==> config.mk <==
export PLATFORM = sky130hd
export DESIGN_NAME = rv_ifetch
export DESIGN_NICKNAME = d
export VERILOG_FILES = /design/src/rtl/rv_ifetch.sv
export SDC_FILE = /design/constraint.sdc
export NUM_CORES = 1
export LEC_CHECK = 0
export CAP_MARGIN = 5
export CORE_MARGIN = 5
export CORE_UTILIZATION = 44
export DETAILED_ROUTE_END_ITERATION = 12
export PLACE_DENSITY = 0.76
export SYNTH_ARGS = -nofsm -noshare
export SYNTH_HDL_FRONTEND = slang
export SYNTH_SLANG_ARGS = --single-unit
==> constraint.sdc <==
create_clock -name clk -period 2.1 [get_ports clk]
set_input_delay 0.42 -clock clk [delete_from_list [all_inputs] [get_ports clk]]
set_output_delay 0.42 -clock clk [all_outputs]
set_load 0.02 [all_outputs]
==> src/rtl/rv_ifetch.sv <==
// rv_ifetch: instruction fetch stage between the PC unit and decode.
//   - Takes fetch addresses from the PC unit (pc_i / pc_valid_i / pc_ready_o).
//   - Issues one instruction-memory request at a time (imem_req_o / imem_ack_i),
//     then waits for the response (imem_rvalid_i / imem_rdata_i).
//   - Buffers {pc, instr} pairs in a FIFO_DEPTH-entry FIFO whose head drives
//     decode (instr_valid_o / instr_o / instr_pc_o, popped by instr_ready_i).
//   - flush_i empties the FIFO and discards any response still in flight.
// Ports:
//   clk, rst                 clock, synchronous active-high reset
//   pc_i, pc_valid_i         fetch address and its valid
//   pc_ready_o               fetch address accepted this cycle
//   flush_i                  redirect
//   imem_req_o, imem_addr_o  memory request and address (held until ack)
//   imem_ack_i               memory accepted the request
//   imem_rvalid_i, imem_rdata_i  memory response
//   instr_valid_o, instr_o, instr_pc_o  FIFO head to decode
//   instr_ready_i            decode pops the head
module rv_ifetch #(
    parameter int ADDR_WIDTH  = 64,
    parameter int INSTR_WIDTH = 32,
    parameter int FIFO_DEPTH  = 2
) (
    input  logic                   clk,
    input  logic                   rst,
    input  logic [ADDR_WIDTH-1:0]  pc_i,
    input  logic                   pc_valid_i,
    output logic                   pc_ready_o,
    input  logic                   flush_i,
    output logic                   imem_req_o,
    output logic [ADDR_WIDTH-1:0]  imem_addr_o,
    input  logic                   imem_ack_i,
    input  logic                   imem_rvalid_i,
    input  logic [INSTR_WIDTH-1:0] imem_rdata_i,
    output logic                   instr_valid_o,
    output logic [INSTR_WIDTH-1:0] instr_o,
    output logic [ADDR_WIDTH-1:0]  instr_pc_o,
    input  logic                   instr_ready_i
);

    localparam int PTR_W = (FIFO_DEPTH > 1) ? $clog2(FIFO_DEPTH) : 1;
    localparam int CNT_W = $clog2(FIFO_DEPTH + 1);
    localparam int OCC_W = CNT_W + 1;

    typedef enum logic [1:0] {
        S_IDLE,
        S_REQ,
        S_WAIT
    } state_e;

    state_e                  state_q, state_d;
    logic [ADDR_WIDTH-1:0]   addr_q, addr_d;
    logic                    kill_q, kill_d;
    logic [CNT_W-1:0]        count_q, count_d;
    logic [PTR_W-1:0]        wr_ptr_q, wr_ptr_d;
    logic [PTR_W-1:0]        rd_ptr_q, rd_ptr_d;
    logic [ADDR_WIDTH-1:0]   pc_mem_q    [FIFO_DEPTH];
    logic [ADDR_WIDTH-1:0]   pc_mem_d    [FIFO_DEPTH];
    logic [INSTR_WIDTH-1:0]  instr_mem_q [FIFO_DEPTH];
    logic [INSTR_WIDTH-1:0]  instr_mem_d [FIFO_DEPTH];

    logic             push_now;
    logic             pop_now;
    logic             space_ok;
    logic             accept;
    logic [OCC_W-1:0] occ;

    // Handshake qualifiers
    always_comb begin
        push_now = (state_q == S_WAIT) && imem_rvalid_i && !kill_q && !flush_i;
        pop_now  = (count_q != '0) && instr_ready_i;
        // Reserve a slot for the response that will arrive for the new request;
        // pops are deliberately not credited here.
        occ      = OCC_W'(count_q) + OCC_W'(push_now);
        space_ok = occ < OCC_W'(FIFO_DEPTH);
        // Held low during reset so every output reads 0 while rst is asserted.
        pc_ready_o = !rst && !flush_i && space_ok &&
                     ((state_q == S_IDLE) || ((state_q == S_WAIT) && imem_rvalid_i));
        accept   = pc_valid_i && pc_ready_o;
    end

    // Request FSM next state
    always_comb begin
        state_d = state_q;
        addr_d  = addr_q;
        kill_d  = kill_q;
        case (state_q)
            S_IDLE: begin
                if (accept) begin
                    state_d = S_REQ;
                    addr_d  = pc_i;
                    kill_d  = 1'b0;
                end
            end
            S_REQ: begin
                // The request stays up through a flush; its response is dropped later.
                if (flush_i) kill_d = 1'b1;
                if (imem_ack_i) state_d = S_WAIT;
            end
            S_WAIT: begin
                if (imem_rvalid_i) begin
                    kill_d = 1'b0;
                    if (accept) begin
                        state_d = S_REQ;
                        addr_d  = pc_i;
                    end else begin
                        state_d = S_IDLE;
                    end
                end else if (flush_i) begin
                    kill_d = 1'b1;
                end
            end
            default: state_d = S_IDLE;
        endcase
    end

    // FIFO next state
    always_comb begin
        count_d     = count_q;
        wr_ptr_d    = wr_ptr_q;
        rd_ptr_d    = rd_ptr_q;
        pc_mem_d    = pc_mem_q;
        instr_mem_d = instr_mem_q;
        if (flush_i) begin
            count_d  = '0;
            wr_ptr_d = '0;
            rd_ptr_d = '0;
        end else begin
            if (push_now) begin
                pc_mem_d[wr_ptr_q]    = addr_q;
                instr_mem_d[wr_ptr_q] = imem_rdata_i;
                wr_ptr_d              = wr_ptr_q + PTR_W'(1);
            end
            if (pop_now) begin
                rd_ptr_d = rd_ptr_q + PTR_W'(1);
            end
            case ({push_now, pop_now})
                2'b10:   count_d = count_q + CNT_W'(1);
                2'b01:   count_d = count_q - CNT_W'(1);
                default: count_d = count_q;
            endcase
        end
    end

    always_ff @(posedge clk) begin
        if (rst) begin
            state_q     <= S_IDLE;
            addr_q      <= '0;
            kill_q      <= 1'b0;
            count_q     <= '0;
            wr_ptr_q    <= '0;
            rd_ptr_q    <= '0;
            pc_mem_q    <= '{default: '0};
            instr_mem_q <= '{default: '0};
        end else begin
            state_q     <= state_d;
            addr_q      <= addr_d;
            kill_q      <= kill_d;
            count_q     <= count_d;
            wr_ptr_q    <= wr_ptr_d;
            rd_ptr_q    <= rd_ptr_d;
            pc_mem_q    <= pc_mem_d;
            instr_mem_q <= instr_mem_d;
        end
    end

    always_comb begin
        imem_req_o    = (state_q == S_REQ);
        imem_addr_o   = addr_q;
        instr_valid_o = (count_q != '0);
        instr_o       = instr_mem_q[rd_ptr_q];
        instr_pc_o    = pc_mem_q[rd_ptr_q];
    end

endmodule

==> results.py, run 1 <==
metrics = {
    "logic_synthesis": {
        "yosysMostFrequentCell": "nand2_1",
        "synth_area_mm2": 0.01034,
        "synth_seq_cells": 263,
        "netlist_instances": 1274,
        "synth_ff_type": "dfxtp_1",
        "yosys.area.top_type": "dfxtp_1",
        "syn_area_per_cell_um2": 8.120,
        "synth_cell_type_count": 30,
        "netlist.area_leader.share": 0.5090,
        "synth_edf_count": 0,
        "async_reset_ff_frac": 0,
        "synth_seq_area_share": 0.5090,
        "syn-num-nets": 1383,
        "yosys-top-cells-count": "514 x nand2_1, 263 x dfxtp_1, 260 x a21oi_1",
        "synth_area_leaders": "dfxtp_1 51%, nand2_1 19%, a21oi_1 13%, mux2_2 10%, clkbuf_1 2.8%",
        "yosys_warnings": 0,
    },
    "global_route": {
        "grt_usage": 0.2181,
        "grt_first_pass_wirelength_um": 48020,
        "overflow": 0,
        "grt_max_degree": 172,
        "antenna_found_initial": 0,
        "grt_pass1_vias": 9469,
    },
    "run_status": {
        "violations": "negative setup slack",
        "status": "finished, violations left",
    },
    "finish": {
        "fin_nets": 1646,
        "insertedDiodeCount": 0,
        "drive_gt1_frac": 0.2110,
        "final_cells": 1878,
        "area_delta_synth_final_pct": 49.48,
        "nFillCells": 1837,
        "fin_util": 0.6628,
    },
    "worst_setup_path": {
        "critPathTopFamily": "buffers and inverters",
        "worstReg2RegStart": "state_q[0]",
        "reg2regPathDepth": 8,
        "cp-end-kind": "output port",
        "rrSetupSlack_ps": 100,
        "critical_path.max_fanout": 3,
        "endpoint": "pc_ready_o",
        "slowest_delay_ps": 450,
        "r2r_end": "count_q[1]",
        "critPathKind": "primary input to output port",
        "crit_arrival_ps": 1750,
        "cp_slowest_cell": "clkdlybuf4s50_1",
        "cp.buffers_inverters": 2,
        "startpoint": "flush_i",
        "cp.depth": 4,
        "path_cells": "clkdlybuf4s50_1, or2_2, a2111oi_2, buf_2",
        "startpoint_type": "primary input",
        "crit_required_ps": 1680,
    },
    "clock_tree": {
        "clock-sinks": 263,
        "cts_inserted_buffers": 28,
        "clockRootBuffer": "clkbuf_16",
        "cts-hold-fix-buffers": 0,
        "cts_tree": "built",
        "cts_max_path_buffers": 3,
        "htree_levels": 1,
        "clk_latency_ps": 540,
        "cts.clk_slew.worst_paths_ps": 60,
    },
    "sta": {
        "final.setup.worst_slack_ps": -69.53,
        "hold_viol_final": 0,
        "max_slew_margin": 0.4669,
        "period_minus_slack_ps": 2170,
        "finClkSkew_ps": 22.58,
        "holdWs_ps": 290.9,
        "tightest_slew_ps": 799.7,
        "rsz0062_at_grt": "yes",
        "drv_slew": 0,
        "finalSetupViolCount": 62,
        "timing.fmax_mhz": 460.9,
        "period_share": 1.033,
    },
    "floorplanning": {
        "fp-row-count": 56,
        "die_area_mm2": 0.02668,
        "core_area_mm2": 0.02333,
        "start_util": 0.4434,
        "fp.dieW_um": 163.3,
        "pin_count": 266,
        "die_y_um": 163.3,
    },
    "route": {
        "drt_iter0_markers": 531,
        "drc_errors": 0,
        "wl_per_cell_um": 16.86,
        "ant_nets": 0,
        "vias": 9606,
        "via_per_inst": 5.115,
        "dr.pass1.iters": 5,
        "wl_um": 31670,
    },
    "placement": {
        "numPlacedInstances": 1812,
        "hpwl_um": 19930,
        "routabilityCongestion": 0.7658,
        "port_buffers": 265,
    },
    "power_and_ir_drop": {
        "finalPower_mw": 12.09,
        "irDropWorstVdd_uv": 526.5,
        "powerDensity_mw_per_mm2": 781.5,
        "p_leak_nw": 5.594,
    },
    "worst_hold_path": {
        "hold_path_class": "primary input to flip-flop",
    },
    "flow_run": {
        "maxCapViolations": 0,
    },
}
==> how the worst min path moves through the flow <==
stage | from | to | depth (start not counted)
6_report | rst | rd_ptr_q | 4
5_1_grt | rst | rd_ptr_q | 4
4_1_cts | rst | rd_ptr_q | 4
3_5_place_dp | pc_mem_q[89] | pc_mem_q[89] | 2
3_3_place_gp | pc_mem_q[14] | pc_mem_q[14] | 2
2_1_floorplan | instr_mem_q[0] | instr_mem_q[0] | 2
==> cell families (layout without fill, tap and decap cells) <==
group / after synthesis / in the layout / synth area share
simple gates: 532 / 532 / 0.1975
compound gates: 271 / 271 / 0.1358
mux: 96 / 96 / 0.1045
flops: 263 / 263 / 0.5090
buf+inv: 103 / 388 / 0.04342
fa+ha+maj: 6 / 6 / 0.007257
xor+xnor: 3 / 3 / 0.002540
==> cell usage in the layout (no fill, tap or decap), drive strengths merged <==
cell           instances
a221oi                 2
clkinv                12
a211oi                 1
nand3b                 1
dlygate4sd2            1
clkbuf                45
o311ai                 1
a2111o                 1
clkdlybuf4s50        164
nor2b                  2
a21oi                260
or2                    2
dlymetal6s2s           1
xnor2                  2
o21a                   1
or4b                   1
and2                   2
mux2                  96
ha                     6
inv                    6
xor2                   1
clkdlybuf4s15          1
nor2                   5
or4                    1
nor4bb                 1
clkinvlp               1
a2111oi                2
buf                  155
or3                    1
bufinv                 2
nand2b                 2
o21ai                  3
dfxtp                263
nand2                514
==> where the power goes <==
group          total (mW)  internal, mW  leakage (nW)  switching, mW
Clock                4.92          2.94         0.476           1.99
Sequential           5.29          5.15          2.12          0.144
Combinational        1.87         0.889          2.99          0.983
Total                12.1          8.97          5.59           3.11
==> state kept, by name (all words and copies together) (netlist names) <==
register     count
count_q          2
kill_q           1
wr_ptr_q         1
imem_addr_o     64
rd_ptr_q         1
instr_mem_q     64
pc_mem_q       128
state_q          2
==> tightest hold or removal path: stages <==
cell	delay (ps)
clkbuf_8	90
or2_2	110
buf_4	130
nor2_1	40
==> through the flow <==
| step | setup TNS (ps) | setup WS [ps] | cell area, µm² |
|---|---|---|---|
| floorplan | 0 | 70.68 | 10350 |
| global placement | -69110 | -491.4 | 13600 |
| detailed placement | -82200 | -547.9 | 13600 |
| CTS | -4047 | -91.71 | 14750 |
| global route | -5833 | -147.3 | 15460 |
| finish | -1449 | -69.53 | 15460 |
==> per-layer routing <==
layer  global-route usage  vias to the layer above  wire length, µm
li1                     -                     4692                -
met1               0.2628                     4531            12850
met2               0.3764                      331            15190
met3              0.06964                       52             2850
met4              0.05947                        0              787
met5                    0                        -                0
==> final cells by class <==
cell class,count,area (µm²),area share
well taps,319,399.1,0.02581
clock inverters,15,138.9,0.008981
clock buffers,37,804.5,0.05203
multi-input cells,908,5067,0.3277
inverters,6,22.52,0.001456
flip-flops and latches,263,5271,0.3409
repair buffers,330,3760,0.2431
==> what timing repair did <==
action	in CTS	in global routing
hold endpoints to repair	0	0
pin swaps	3	2
setup endpoints to repair	106	99
gates resized for setup	566	162
gates cloned	2	7
buffers inserted	5	0
(Power assumes the default switching activity.)
==> run 2: changes to the inputs <==
- CTS_CLUSTER_SIZE: not set -> 12
- PLACE_DENSITY: 0.76 -> 0.85
==> results.py, run 2 (synthesized netlist as in run 1, its figures left out) <==
metrics = {
    "floorplanning": {
        "fp.dieW_um": 163.3,
        "die_y_um": 163.3,
        "die_area_mm2": 0.02668,
        "start_util": 0.4434,
        "core_area_mm2": 0.02333,
        "pin_count": 266,
        "fp-row-count": 56,
    },
    "finish": {
        "largest-register": "pc_mem_q",
        "drive_gt1_frac": 0.2036,
        "nFillCells": 1809,
        "mostFrequentLayoutCell": "nand2_1",
        "layout_common_cells": "513 x nand2_1, 260 x a21oi_1, 260 x dfxtp_1",
        "fin_nets": 1647,
        "largest_reg_flops": 128,
        "insertedDiodeCount": 0,
        "final_cells": 1876,
        "area_delta_synth_final_pct": 47.48,
    },
    "worst_setup_path": {
        "cp-end-kind": "output port",
        "critPathKind": "flip-flop to output port",
        "startpoint": "rd_ptr_q",
        "cp_slowest_cell": "dfxtp_4",
        "critical_path.max_fanout": 7,
        "startpoint_type": "flip-flop",
        "cp.buffers_inverters": 4,
        "slowest_delay_ps": 420,
        "critPathTopFamily": "buffers and inverters",
        "crit_required_ps": 1680,
        "path_cells": "buf_6, buf_12, buf_12, mux2_4, buf_6",
        "worstReg2RegStart": "state_q[0]",
        "crit_arrival_ps": 1810,
    },
    "sta": {
        "rsz0062_at_grt": "yes",
        "tightest_slew_ps": 798.3,
        "drv_slew": 0,
        "finClkSkew_ps": 18.97,
        "period_share": 1.060,
        "final.setup.worst_slack_ps": -126.1,
        "period_minus_slack_ps": 2226,
        "max_slew_margin": 0.4678,
        "hold_viol_final": 0,
        "finalSetupViolCount": 73,
        "timing.fmax_mhz": 449.2,
        "timing.setup.tns_ps": -3455,
    },
    "route": {
        "via_per_inst": 5.182,
        "wl_um": 32270,
        "vias": 9721,
        "ant_nets": 0,
        "dr.pass1.iters": 6,
        "drc_errors": 0,
        "wl_per_cell_um": 17.20,
        "drt_iter0_markers": 728,
    },
    "global_route": {
        "antenna_found_initial": 0,
        "grt_usage": 0.2274,
        "grt_max_degree": 78,
        "grt_first_pass_wirelength_um": 50070,
        "overflow": 0,
        "grt_pass1_vias": 9764,
    },
    "clock_tree": {
        "cts_max_path_buffers": 3,
        "clockRootBuffer": "clkbuf_16",
        "cts.clk_slew.worst_paths_ps": 60,
        "cts-hold-fix-buffers": 0,
        "clk_latency_ps": 540,
        "htree_levels": 1,
        "cts_tree": "built",
        "cts_inserted_buffers": 28,
        "clock-sinks": 263,
    },
    "power_and_ir_drop": {
        "irDropWorstVdd_uv": 641.1,
        "p_leak_nw": 5.553,
        "powerDensity_mw_per_mm2": 778.3,
    },
    "placement": {
        "port_buffers": 265,
        "dp_worst_setup_slack_ps": -500.7,
        "hpwl_um": 19650,
        "routabilityCongestion": 0.7984,
        "numPlacedInstances": 1800,
    },
    "run_status": {
        "violations": "negative setup slack",
        "status": "finished, violations left",
    },
    "flow_run": {
        "maxCapViolations": 0,
    },
    "worst_hold_path": {
        "hold_path_class": "primary input to flip-flop",
        "holdCritStartpoint": "rst",
    },
}
==> run 2: area by class of cell <==
cell class	count	area (µm²)	share of cell area
inverters	6	22.52	0.001476
multi-input cells	908	5034	0.3299
clock buffers	43	807.0	0.05289
clock inverters	6	91.34	0.005987
flip-flops and latches	263	5271	0.3455
well taps	319	399.1	0.02616
repair buffers	331	3632	0.2381
==> run 2: stage by stage <==
step | utilization | cell area (µm²) | power (mW) | hold slack, ps
5_1_grt | 0.6539 | 15260 | 12.33 | 319.9
3_3_place_gp | 0.5768 | 13460 | 7.036 | 437.6
2_1_floorplan | - | 10350 | 6.224 | 432.9
3_5_place_dp | 0.5768 | 13460 | 7.068 | 443.9
4_1_cts | 0.6464 | 15080 | 11.88 | 294.6
6_report | 0.6539 | 15260 | 11.87 | 307.3
==> run 2: path summary, 6_finish.rpt <==
check / to / cells after the start / slack, ps
max: instr_pc_o[33] / 5 / -130
min: rd_ptr_q / 4 / 310
max reg2reg: imem_addr_o[19] / 9 / 160
min reg2reg: instr_mem_q[3] / 2 / 450
==> run 2: power breakdown <==
part	internal, mW	switching (mW)
registers	5.15	0.147
logic	0.825	0.956
clock network	2.87	1.93
==> run 2: worst min-delay path, cell delays in order <==
cell,delay [ps]
clkbuf_8,100
or2_2,120
buf_4,130
nor2_1,40
==> run 2: timing repair <==
item / 4_1_cts / 5_1_grt
endpoints found under the hold margin: 0 / 0
setup buffers: 23 / 2
cloned: 6 / 1
endpoints found under the setup margin: 116 / 94
gates resized for setup: 637 / 71
pin swaps: 2 / 1
==> run 2: per-layer routing <==
layer	vias up	part of all wire	GRT usage
li1	4687	-	-
met1	4606	0.40	0.2777
met2	367	0.50	0.3998
met3	61	0.080	0.05829
met4	0	0.025	0.05947
met5	-	0	0
